==> src/rtl/ehgu_pack_pkg.sv <==
// Shared helpers for the ehgu word packer: counter sizing and lane keep masks.
package ehgu_pack_pkg;

  localparam int unsigned MAX_RATIO = 16;

  // Width of a counter that must hold the values 0..ratio inclusive.
  function automatic int unsigned cnt_w(input int unsigned ratio);
    return $clog2(ratio + 1);
  endfunction

  // Low `lanes` bits set, never beyond `ratio` lanes.
  function automatic logic [MAX_RATIO-1:0] keep_mask(input int unsigned lanes,
                                                     input int unsigned ratio);
    logic [MAX_RATIO-1:0] m;
    m = '0;
    for (int unsigned i = 0; i < MAX_RATIO; i++) begin
      if (i < lanes && i < ratio) begin
        m[i] = 1'b1;
      end
    end
    return m;
  endfunction

endpackage

==> src/rtl/ehgu_hold_reg.sv <==
// One-entry valid/ready output register; loads only when out_free is high.
module ehgu_hold_reg
  import ehgu_pack_pkg::*;
#(
  parameter int unsigned DW = 32,
  parameter int unsigned KW = 4
) (
  input  logic          clk,
  input  logic          rst,
  input  logic          load,
  input  logic [DW-1:0] data,
  input  logic [KW-1:0] keep,
  input  logic          dout_ready,
  output logic [DW-1:0] dout,
  output logic [KW-1:0] dout_keep,
  output logic          dout_valid,
  output logic          out_free
);

  logic [DW-1:0] dout_q, dout_d;
  logic [KW-1:0] keep_q, keep_d;
  logic          valid_q, valid_d;

  // Register is free when empty or being drained this cycle.
  assign out_free   = !valid_q || dout_ready;
  assign dout       = dout_q;
  assign dout_keep  = keep_q;
  assign dout_valid = valid_q;

  // Load a new word, otherwise drop valid once the sink takes the word.
  always_comb begin
    dout_d  = dout_q;
    keep_d  = keep_q;
    valid_d = valid_q;
    if (load) begin
      dout_d  = data;
      keep_d  = keep;
      valid_d = 1'b1;
    end else if (dout_ready) begin
      valid_d = 1'b0;
    end
  end

  // State register with synchronous reset.
  always_ff @(posedge clk) begin
    if (rst) begin
      dout_q  <= '0;
      keep_q  <= '0;
      valid_q <= 1'b0;
    end else begin
      dout_q  <= dout_d;
      keep_q  <= keep_d;
      valid_q <= valid_d;
    end
  end

endmodule

==> src/rtl/ehgu_word_packer.sv <==
// Packs RATIO consecutive FIFO words into one wide word; flush emits a partial word.
module ehgu_word_packer
  import ehgu_pack_pkg::*;
#(
  parameter int unsigned DWIDTH = 8,
  parameter int unsigned RATIO  = 4
) (
  input  logic                     clk,
  input  logic                     rst,
  output logic                     en,
  input  logic                     din_valid,
  input  logic [DWIDTH-1:0]        din,
  input  logic                     flush,
  output logic [DWIDTH*RATIO-1:0]  dout,
  output logic [RATIO-1:0]         dout_keep,
  output logic                     dout_valid,
  input  logic                     dout_ready
);

  localparam int unsigned OWIDTH = DWIDTH * RATIO;
  localparam int unsigned CNT_W  = cnt_w(RATIO);
  localparam logic [CNT_W-1:0] FULL = CNT_W'(RATIO);

  logic [OWIDTH-1:0] acc_q, acc_d, acc_wr;
  logic [CNT_W-1:0]  acc_cnt_q, acc_cnt_d;
  logic              flush_pend_q, flush_pend_d;

  logic              out_free;
  logic              accept;
  logic              fill;
  logic              flush_exec;
  logic              move;
  logic [CNT_W-1:0]  move_lanes;
  logic              load;
  logic [RATIO-1:0]  load_keep;

  // Back-pressure, lane write, move decision and next accumulator state.
  always_comb begin
    en         = !flush_pend_q && !(acc_cnt_q == FULL && !out_free);
    accept     = din_valid && en;

    acc_wr = acc_q;
    for (int unsigned i = 0; i < RATIO; i++) begin
      if (accept && acc_cnt_q == CNT_W'(i)) begin
        acc_wr[i*DWIDTH +: DWIDTH] = din;
      end
    end

    // A full accumulator moves before taking a new word, which lands in lane 0.
    fill       = (acc_cnt_q == FULL) || (accept && acc_cnt_q == FULL - CNT_W'(1));
    flush_exec = flush_pend_q && out_free;
    move       = out_free && (fill || flush_exec);
    move_lanes = fill ? FULL : acc_cnt_q;
    load       = move && (move_lanes != '0);
    load_keep  = RATIO'(keep_mask(32'(move_lanes), RATIO));

    acc_d     = acc_wr;
    acc_cnt_d = acc_cnt_q + CNT_W'(accept);
    if (move) begin
      acc_d     = '0;
      acc_cnt_d = '0;
      if (accept && acc_cnt_q == FULL) begin
        acc_d[DWIDTH-1:0] = din;
        acc_cnt_d         = CNT_W'(1);
      end
    end

    flush_pend_d = flush_exec ? flush : (flush_pend_q || flush);
  end

  // Accumulator and flush request registers.
  always_ff @(posedge clk) begin
    if (rst) begin
      acc_q        <= '0;
      acc_cnt_q    <= '0;
      flush_pend_q <= 1'b0;
    end else begin
      acc_q        <= acc_d;
      acc_cnt_q    <= acc_cnt_d;
      flush_pend_q <= flush_pend_d;
    end
  end

  ehgu_hold_reg #(
    .DW (OWIDTH),
    .KW (RATIO)
  ) u_hold (
    .clk        (clk),
    .rst        (rst),
    .load       (load),
    .data       (acc_wr),
    .keep       (load_keep),
    .dout_ready (dout_ready),
    .dout       (dout),
    .dout_keep  (dout_keep),
    .dout_valid (dout_valid),
    .out_free   (out_free)
  );

endmodule
==> config.mk <==
export PLATFORM = sky130hd
export DESIGN_NAME = ehgu_word_packer
export DESIGN_NICKNAME = d
export VERILOG_FILES = /design/src/rtl/ehgu_pack_pkg.sv /design/src/rtl/ehgu_hold_reg.sv /design/src/rtl/ehgu_word_packer.sv
export SDC_FILE = /design/constraint.sdc
export NUM_CORES = 1
export LEC_CHECK = 0
export ABC_AREA = 1
export BUFFER_PORTS_ARGS = -buffer_cell sky130_fd_sc_hd__buf_2
export CAP_MARGIN = 20
export CORE_UTILIZATION = 35
export DETAILED_ROUTE_END_ITERATION = 12
export SLEW_MARGIN = 30
export SYNTH_ARGS = -nofsm -noshare
export SYNTH_HDL_FRONTEND = slang
export SYNTH_SLANG_ARGS = --single-unit
==> constraint.sdc <==
create_clock -name clk -period 2.6 [get_ports clk]
set_clock_uncertainty 0.1 [all_clocks]
set_input_delay 0.26 -clock clk [delete_from_list [all_inputs] [get_ports clk]]
set_output_delay 0.26 -clock clk [all_outputs]
set_load 0.005 [all_outputs]
==> flow_summary.yaml <==
run_status:
  outcome: "finished, final reports clean"
route:
  ant_nets: 0
  drtPass1Iterations: 5
  wire_per_inst_um: 12.6
  drc: 0
  vias_per_cell: 4.71
  drt_iter0_drc: 164
  via_count: 2772
  wirelength_um: 7410
hold_path:
  holdPathStages: 2
  hold_class: "input port to flop"
pwr:
  total_power_mw: 2.28
  ir_drop_uv: 307
  leakage_nw: 1.73
  powerDensity_mw_per_mm2: 617
timing:
  finalHoldViolCount: 0
  worstMarginPinSlew_ns: 0.842
  finalCritPeriodShare: 0.885
  setup_viol: 0
  setup_slack_ns: 0.298
  rsz0062_at_grt: "false"
  tns_ns: 0
  max-slew-margin-rel: 0.438
  fmax_mhz: 434
  final_max_slew_viol_count: 0
  fin_crit_ns: 2.30
synthesis:
  synthesis.area_mm2: 0.00319
  syn_inst: 429
  synth_top_area_share: 0.458
  yosys.cell_types.count: 28
  yosysTopAreaCell: "dfxtp_1"
  yosysWarnings: 0
  postSynthRegisterBits: 73
  synthTopCellsByArea: "dfxtp_1, nand2_1, inv_1"
  synthesis.nets: 444
  yosysSeqAreaShare: 0.458
  syn_area_per_cell_um2: 7.43
placement:
  place_area_mm2: 0.00350
  io_buffers: 50
  gp_congestion: 0.785
  dp.final_hpwl_um: 5130
  dpl_worst_slack_ns: 0.318
cells_and_area:
  layout_commonest_cell: "nand2_1"
  fin_util: 0.421
  post-route-cell-area_mm2: 0.00369
  n_antenna_cell: 0
  nNetsFinal: 492
  area_delta_synth_final_pct: 15.8
  drive_above_1_share: 0.191
  final_cell_mix: "nand2_1, dfxtp_1, inv_1, buf_2, nand4_1"
clocking:
  cts_sinks: 73
  cts_tree: "built"
  post_cts_buffers: 0
  worst_skew_pair.late_latency_ns: 0.35
  cts_buffers: 9
  cts_resized: 0
  clk_pin_slew_ns: 0.07
  cts_htree_levels: 3
  clockBufferDepth: 2
  cts-root-buf: "clkbuf_8"
  postCtsHoldBufs: 0
setup_path:
  path_class: "flop to output port"
  reg2reg_slack_ns: 0.32
  crit_fanout: 25
  end_kind: "output port"
  worstPathRequired_ns: 2.24
  startpoint_type: "flop"
  r2r_cells: 9
  worstPathArrival_ns: 1.94
floorplan:
  die_x_um: 97.5
  start_util: 0.364
  die_area_mm2: 0.00950
  core_area_mm2: 0.00876
  die_h_um: 97.5
  ios: 51
  rows: 34
global_routing:
  grt_pass1_vias: 2600
  overflow: 0
  antenna_found_initial: 0
  grtUsageTotal: 0.166
  grt_start_max_net_pins: 42
  grt_pass1_wl_um: 12600
flow_run:
  drv_cap: 0
[kinds of logic (layout without fill, tap and decap cells)]
group                      after synthesis  in the layout  share of synthesized area
DFF                                     73             73                      0.458
and+or+nand+nor                        187            187                      0.274
xor gates and xnor gates                 1              1                    0.00275
buffers and inverters                   87            139                      0.119
adders and majority gates                2              2                    0.00784
AOI/OAI and AO/OA                       79             79                      0.138
[layer usage]
layer,wire (um),vias to the layer above,GRT usage
met5,0,-,0
met2,3230,75,0.260
met3,460,11,0.0597
li1,-,1466,-
met1,3590,1220,0.212
met4,119,0,0.0509
[cells in the mapped netlist]
library cell	count
a21oi_1	29
a21oi_2	8
a21oi_4	1
and3_1	1
buf_1	1
buf_2	7
buf_6	6
clkbuf_1	6
dfxtp_1	73
ha_1	2
inv_1	65
inv_2	2
nand2_1	107
nand2_2	1
nand2_4	1
nand3_1	2
nand3_2	1
nand3_4	1
nand4_1	37
nand4_4	1
nor2_1	30
nor2_2	3
nor2_4	1
nor3_4	1
o21a_1	1
o21ai_0	19
o21ai_1	21
xnor2_1	1
[state kept, by name (all words and copies together), names as in the netlist]
register	cells
acc_cnt_q	3
flush_pend_q	1
acc_q	32
u_hold.dout	32
u_hold.dout_valid	1
u_hold.dout_keep	4
[area by class of cell]
cell class / count / area, um2
Fill cell: 937 / 5070
Sequential cell: 73 / 1460
Multi-Input combinational cell: 269 / 1350
Timing Repair Buffer: 57 / 303
Inverter: 67 / 251
Clock buffer: 12 / 155
Tap cell: 108 / 135
Clock inverter: 3 / 40.0
[metrics by stage]
stage                     hold WS (ns)  std cells
final                           0.0175        589
after CTS                      0.00514        589
after floorplan                  0.229        429
after global placement           0.344        574
after detailed placement         0.345        574
after global routing            0.0155        589
[power by group]
part           leakage, nW  switching, mW  internal [mW]
combinational         1.04          0.148         0.0725
sequential           0.591         0.0149           1.15
clock                0.102          0.407          0.488
[critical path, stage by stage, from the launching register on]
cell     delay [ns]
dfxtp_1        0.46
nor2_2         0.10
nand2_1        0.09
nor2_1         0.05
nor2_2         0.63
buf_2          0.26
[final timing paths]
| path | start | endpoint |
|---|---|---|
| worst max-delay path | acc_cnt_q[0] | en |
| worst max register to register | acc_cnt_q[0] | u_hold.dout[26] |
| worst min-delay path | flush | flush_pend_q |
| worst min register to register | u_hold.dout_keep[0] | u_hold.dout_keep[0] |
Note: power is estimated with default switching activity, not from simulation.
